===== src/rtl/kanagawa_multi_fifo_ptrs_pkg.sv =====
// kanagawa_multi_fifo_ptrs_pkg: shared widths, slice helper and reset flag values
package kanagawa_multi_fifo_ptrs_pkg;
  localparam logic RST_FULL = 1'b1;
  localparam logic RST_ALMOST_FULL = 1'b1;
  localparam logic RST_EMPTY = 1'b1;
  localparam logic RST_ALMOST_EMPTY = 1'b1;
  function automatic int clog2_min1(input int n);
    return (n > 1) ? $clog2(n) : 1;
  endfunction
  function automatic int usedw_lsb(input int c, input int cnt_w);
    return c * cnt_w;
  endfunction
endpackage


===== src/rtl/kanagawa_fifo_chan_ptrs.sv =====
// kanagawa_fifo_chan_ptrs: one channel's pointers, count, flags and sticky errors
module kanagawa_fifo_chan_ptrs
  import kanagawa_multi_fifo_ptrs_pkg::*;
#(
  parameter int DEPTH = 27,
  parameter int AF_MARGIN = 5,
  parameter int AE_MARGIN = 3,
  localparam int LOG_DEPTH = $clog2(DEPTH),
  localparam int PTR_W = clog2_min1(DEPTH),
  localparam int CNT_W = LOG_DEPTH + 1
) (
  input  logic             clk,
  input  logic             rst,
  input  logic             wr_en,
  input  logic             rd_en,
  input  logic             flush,
  output logic [PTR_W-1:0] wrptr,
  output logic [PTR_W-1:0] rdptr,
  output logic [CNT_W-1:0] usedw,
  output logic             full,
  output logic             almost_full,
  output logic             empty,
  output logic             almost_empty,
  output logic             overflow,
  output logic             underflow
);
  localparam logic [PTR_W-1:0] LAST = PTR_W'(DEPTH - 1);
  localparam logic [CNT_W-1:0] FULL_CNT = CNT_W'(DEPTH);
  localparam logic [CNT_W-1:0] AF_TH = CNT_W'(DEPTH - AF_MARGIN);
  localparam logic [CNT_W-1:0] AE_TH = CNT_W'(AE_MARGIN);
  logic wr_ok, rd_ok;
  logic [CNT_W-1:0] usedw_nxt;
  // acceptance uses the registered flags, so a read can free a full channel but not admit a write that cycle
  always_comb begin
    wr_ok = wr_en && !full && !flush;
    rd_ok = rd_en && !empty && !flush;
    usedw_nxt = flush ? '0 :
                (wr_ok && !rd_ok) ? usedw + CNT_W'(1) :
                (rd_ok && !wr_ok) ? usedw - CNT_W'(1) : usedw;
  end
  always_ff @(posedge clk) begin
    if (rst) begin
      wrptr <= '0;
      rdptr <= '0;
      usedw <= '0;
      full <= RST_FULL;
      almost_full <= RST_ALMOST_FULL;
      empty <= RST_EMPTY;
      almost_empty <= RST_ALMOST_EMPTY;
      overflow <= 1'b0;
      underflow <= 1'b0;
    end else begin
      wrptr <= flush ? '0 : !wr_ok ? wrptr : (wrptr == LAST) ? '0 : wrptr + PTR_W'(1);
      rdptr <= flush ? '0 : !rd_ok ? rdptr : (rdptr == LAST) ? '0 : rdptr + PTR_W'(1);
      usedw <= usedw_nxt;
      full <= usedw_nxt == FULL_CNT;
      almost_full <= usedw_nxt > AF_TH;
      empty <= usedw_nxt == '0;
      almost_empty <= usedw_nxt <= AE_TH;
      overflow <= !flush && (overflow || (wr_en && full));
      underflow <= !flush && (underflow || (rd_en && empty));
    end
  end
endmodule


===== src/rtl/kanagawa_multi_fifo_ptrs.sv =====
// kanagawa_multi_fifo_ptrs: pointer/flag manager for several FIFOs sharing one 1W1R RAM
module kanagawa_multi_fifo_ptrs
  import kanagawa_multi_fifo_ptrs_pkg::*;
#(
  parameter int NUM_CHANNELS = 4,
  parameter int DEPTH = 27,
  parameter int ALMOST_FULL_MARGIN = 5,
  parameter int ALMOST_EMPTY_MARGIN = 3,
  localparam int LOG_DEPTH = $clog2(DEPTH),
  localparam int CNT_W = LOG_DEPTH + 1,
  localparam int CH_W = clog2_min1(NUM_CHANNELS),
  localparam int ADDR_W = clog2_min1(NUM_CHANNELS * DEPTH)
) (
  input  logic                          clk,
  input  logic                          rst,
  input  logic                          wrreq_in,
  input  logic [CH_W-1:0]               wr_channel_in,
  output logic [ADDR_W-1:0]             wraddr_out,
  input  logic                          rdreq_in,
  input  logic [CH_W-1:0]               rd_channel_in,
  output logic [ADDR_W-1:0]             rdaddr_out,
  input  logic [NUM_CHANNELS-1:0]       flush_in,
  output logic [NUM_CHANNELS-1:0]       full_out,
  output logic [NUM_CHANNELS-1:0]       almost_full_out,
  output logic [NUM_CHANNELS-1:0]       empty_out,
  output logic [NUM_CHANNELS-1:0]       almost_empty_out,
  output logic [NUM_CHANNELS*CNT_W-1:0] usedw_out,
  output logic [NUM_CHANNELS-1:0]       overflow_out,
  output logic [NUM_CHANNELS-1:0]       underflow_out
);
  localparam int PTR_W = clog2_min1(DEPTH);
  localparam logic [CH_W:0] NCH = (CH_W + 1)'(NUM_CHANNELS);
  logic [PTR_W-1:0] wrptr [NUM_CHANNELS];
  logic [PTR_W-1:0] rdptr [NUM_CHANNELS];
  logic wr_in_range, rd_in_range;
  always_comb begin
    wr_in_range = {1'b0, wr_channel_in} < NCH;
    rd_in_range = {1'b0, rd_channel_in} < NCH;
    wraddr_out = wr_in_range ? ADDR_W'(wr_channel_in) * ADDR_W'(DEPTH) + ADDR_W'(wrptr[wr_channel_in]) : '0;
    rdaddr_out = rd_in_range ? ADDR_W'(rd_channel_in) * ADDR_W'(DEPTH) + ADDR_W'(rdptr[rd_channel_in]) : '0;
  end
  // an out-of-range index matches no channel, so the request is dropped by construction
  for (genvar c = 0; c < NUM_CHANNELS; c++) begin : g_ch
    kanagawa_fifo_chan_ptrs #(
      .DEPTH(DEPTH),
      .AF_MARGIN(ALMOST_FULL_MARGIN),
      .AE_MARGIN(ALMOST_EMPTY_MARGIN)
    ) u_ch (
      .clk(clk),
      .rst(rst),
      .wr_en(wrreq_in && wr_channel_in == CH_W'(c)),
      .rd_en(rdreq_in && rd_channel_in == CH_W'(c)),
      .flush(flush_in[c]),
      .wrptr(wrptr[c]),
      .rdptr(rdptr[c]),
      .usedw(usedw_out[usedw_lsb(c, CNT_W) +: CNT_W]),
      .full(full_out[c]),
      .almost_full(almost_full_out[c]),
      .empty(empty_out[c]),
      .almost_empty(almost_empty_out[c]),
      .overflow(overflow_out[c]),
      .underflow(underflow_out[c])
    );
  end
  always_ff @(posedge clk) begin
    if (!rst) begin
      assert (!wrreq_in || wr_in_range) else $error("write to out-of-range channel %0d", wr_channel_in);
      assert (!rdreq_in || rd_in_range) else $error("read from out-of-range channel %0d", rd_channel_in);
    end
  end
endmodule


===== config.mk =====
export PLATFORM = sky130hd
export DESIGN_NAME = kanagawa_multi_fifo_ptrs
export DESIGN_NICKNAME = d
export VERILOG_FILES = /design/src/rtl/kanagawa_multi_fifo_ptrs_pkg.sv /design/src/rtl/kanagawa_fifo_chan_ptrs.sv /design/src/rtl/kanagawa_multi_fifo_ptrs.sv
export SDC_FILE = /design/constraint.sdc
export NUM_CORES = 1
export LEC_CHECK = 0
export CORE_AREA = 8 8 111 113
export DETAILED_ROUTE_END_ITERATION = 12
export DIE_AREA = 0 0 119 121
export PLACE_DENSITY_LB_ADDON = 0.3
export SLEW_MARGIN = 5
export SYNTH_ARGS = -nofsm -noshare
export SYNTH_HDL_FRONTEND = slang
export SYNTH_SLANG_ARGS = --single-unit

===== constraint.sdc =====
create_clock -name clk -period 3.6 [get_ports clk]
set_input_delay 0.54 -clock clk [delete_from_list [all_inputs] [get_ports clk]]
set_output_delay 0.54 -clock clk [all_outputs]
set_load 0.01 [all_outputs]

==> impl_metrics.tcl <==
set metrics [dict create \
    synth_seq_area_share_pct 30.8 \
    n_antenna_cell 0 \
    p_leak_nw 2.69 \
    synthArstFlopShare_pct 0 \
    fin_tns_setup_ns 0 \
    dp.cells 835 \
    r2r-end "g_ch[0].u_ch.full$_SDFF_PP1_" \
    boundaryPins 74 \
    routed_wirelength_um 14000 \
    ys_ff_latch 88 \
    core_area_um2 10600 \
    syn2layout_area_growth_pct 18.3 \
    cp.required_ns 3.06 \
    worst_slew_pin_slew_ns 0.620 \
    finalMaxSlewViolations 0 \
    drt_iter0_drc 334 \
    rr_startpoint "g_ch[0].u_ch.full$_SDFF_PP1_" \
    cp_slowest_stage_delay_ns 0.53 \
    status "complete, no violations" \
    cts_tree "done" \
    reg2reg_depth 6 \
    worst_hold_path_type "flip-flop to flip-flop" \
    cts_made_buffers 9 \
    power_density_nw_per_um2 281 \
    start_kind "input port" \
    synth_top_area_share_pct 30.8 \
    drc 0 \
    grt_max_degree 27 \
    start_util_pct 54.0 \
    via_per_inst 5.81 \
    rows 38 \
    root_buffer "clkbuf_8" \
    place_ws_ns -0.635 \
    final_cell_mix "nor2_1 (93), dfxtp_1 (85), clkdlybuf4s50_1 (60)" \
    yosys-top-cells-area "dfxtp_1 (31%), ha_1 (10%), nor2_1 (6.1%)" \
    post-dp-hpwl_um 10500 \
    crit_top_cell "fa_1" \
    cts.clk_slew.worst_paths_ns 0.09 \
    grt-ovfl-total 0 \
    worstPathMaxFanout 2 \
    vias 4998 \
    grt_usage_pct 19.7 \
    p_comb_share_pct 12.2 \
    path_class "input port to output port" \
    fin_crit_sh_pct 97.0 \
    ys_warn_count 0 \
    die_w_um 119 \
    crit_family "adder cells" \
    final_common_cell "nor2_1" \
    gp_congestion 0.858 \
    placed_area_um2 6480 \
    layout.nets 781 \
    clock-sinks 88 \
    drive_gt1_share_pct 13.2 \
    crit_path_cell_trace "clkdlybuf4s15_1 > mux4_2 > fa_1 > ha_2 > fa_1 > a21o_1 > a21oi_2 > xnor2_1 > buf_2" \
    antenna_found_initial 0 \
    skew_ns 0.0116 \
    hold_depth 2 \
    grt_pass1_vias 4856 \
    dieArea_um2 14400 \
    yosysTopAreaCell "dfxtp_1" \
    p_sw_w 0.000485 \
    relSlewSlack_pct 58.3 \
    grt_pass1_wl_um 23700 \
    path_buf_inv 2 \
    power_frac_clock_pct 35.7 \
    p_int_w 0.00141 \
    die_h_um 121 \
    fin_crit_ns 3.49 \
    drv_cap 0 \
    worst_slack_ns 0.107 \
    p_sw_share_pct 25.6 \
    final_area_um2 6770 \
    synthCells 650 \
    holdCritStartpoint "g_ch[0].u_ch.overflow$_SDFF_PP0_" \
    cp-end-kind "output port" \
    io_buffer_count 73 \
    synth_area_per_cell_um2 8.80 \
    setup_viol 0 \
    htreeDepth 3 \
    ys.flop_type "dfxtp_1" \
    clockBufferDepth 2 \
    vdd_drop_max_uv 158 \
    hold_viol 0 \
    drtAntennaViolNets 0 \
    fmaxAchievable_mhz 286 \
    synth_edf_count 0 \
    holdPathEnd "g_ch[0].u_ch.overflow$_SDFF_PP0_" \
    cp.arrival_ns 2.95 \
    clock_latency_ns 0.36 \
    cp_slowest_cell "mux4_2" \
    stdcell_count 860 \
    routedWlPerCell_um 16.2 \
    r2r_slack_ns 1.38 \
    seq_power_share_pct 52.1 \
    first_pass_iters 5 \
    syn_area_um2 5720 \
    rsz0062_at_grt "false" \
    yosysUniqueCellTypes 62 \
    synthesis.nets 716 \
]
==> sequential cells by signal (all words and copies together), names as in the netlist <==
| signal | flops |
|---|---|
| g_ch.u_ch.wrptr | 20 |
| g_ch.u_ch.full | 4 |
| g_ch.u_ch.empty | 4 |
| g_ch.u_ch.almost_empty | 4 |
| g_ch.u_ch.almost_full | 4 |
| g_ch.u_ch.underflow | 4 |
| g_ch.u_ch.usedw | 24 |
| g_ch.u_ch.rdptr | 20 |
| g_ch.u_ch.overflow | 4 |
==> worst max-delay path by stage <==
| stage | startpoint | depth (start not counted) | end | slack [ns] |
|---|---|---|---|---|
| global route | rd_channel_in[1] | 11 | rdaddr_out[6] | 0.01 |
| floorplan | rd_channel_in[1] | 8 | rdaddr_out[5] | 0.14 |
| finish | rd_channel_in[1] | 9 | rdaddr_out[5] | 0.11 |
| detailed placement | rd_channel_in[1] | 9 | rdaddr_out[5] | -0.63 |
| CTS | wr_channel_in[1] | 8 | wraddr_out[2] | 0.004 |
| global placement | rd_channel_in[1] | 9 | rdaddr_out[5] | -0.57 |
==> tightest hold or removal path: cells and delay by family (launching register included) <==
family	cells	cell delay [ns]
and+or+nand+nor	1	0.07
DFF	1	0.34
AOI/OAI and AO/OA	1	0.05
==> synth_stat cells, types with 6 or more instances <==
library cell,number
nor2b_1,8
xnor2_1,15
nand4_1,19
a31o_1,6
a21oi_1,16
and3_1,9
inv_1,35
mux2i_1,9
ha_1,48
fa_1,6
dfxtp_1,88
buf_2,6
nor2_1,93
nor3_1,26
o21ai_0,9
buf_4,27
nor4_1,9
a31oi_1,21
clkbuf_1,18
a311oi_1,9
a211oi_1,7
nand2_1,40
xor2_1,25
nand3_1,8
mux4_2,10
==> routing by layer <==
metal	GRT usage, %	vias to the layer above	wire, µm
met5	0	-	0
met3	3.96	24	685
met1	24.4	2392	6160
li1	-	2435	-
met4	6.48	0	259
met2	33.5	147	6860
==> power by group through the flow <==
stage | registers (W) | logic [W] | clock network, W
floorplan | 0.00101 | 0.000129 | 0
detailed placement | 0.00101 | 0.000226 | 0
finish | 0.000990 | 0.000231 | 0.000678
global placement | 0.00101 | 0.000221 | 0
global route | 0.000992 | 0.000252 | 0.000730
CTS | 0.000990 | 0.000232 | 0.000690
==> logic make-up (layout without fill, tap and decap cells) <==
kind of cell	count (synthesis)	count (layout)	share of synthesized area, %
AOI/OAI and AO/OA	104	104	13.1
xor gates and xnor gates	40	40	6.12
adders and majority gates	54	54	12.6
buffers and inverters	92	162	8.59
DFF	88	88	30.8
muxes	20	20	5.75
and+or+nand+nor	252	252	23.0
==> layout make-up <==
cell class	count	area, µm²
clock buffer	11	131
multi-input combinational	470	3490
fill	918	3840
clock inverter	5	57.6
inverter	35	131
timing repair buffer	111	1010
sequential	88	1770
tap	140	175
==> timing repair <==
action                     4_1_cts  5_1_grt
setup endpoints to repair       10        6
buffers inserted                 9        0
hold buffers                     0        0
pin swaps                        2        0
gates resized for setup         26        7
==> stage by stage <==
step	hold WS (ns)	power (W)	util (%)
final	0.485	0.00190	63.8
after global routing	0.523	0.00197	63.8
after CTS	0.491	0.00191	63.8
after detailed placement	0.468	0.00124	61.2
after global placement	0.454	0.00123	61.2
after floorplan	0.438	0.00114	-
No activity file was read; power rests on OpenSTA's default activity.
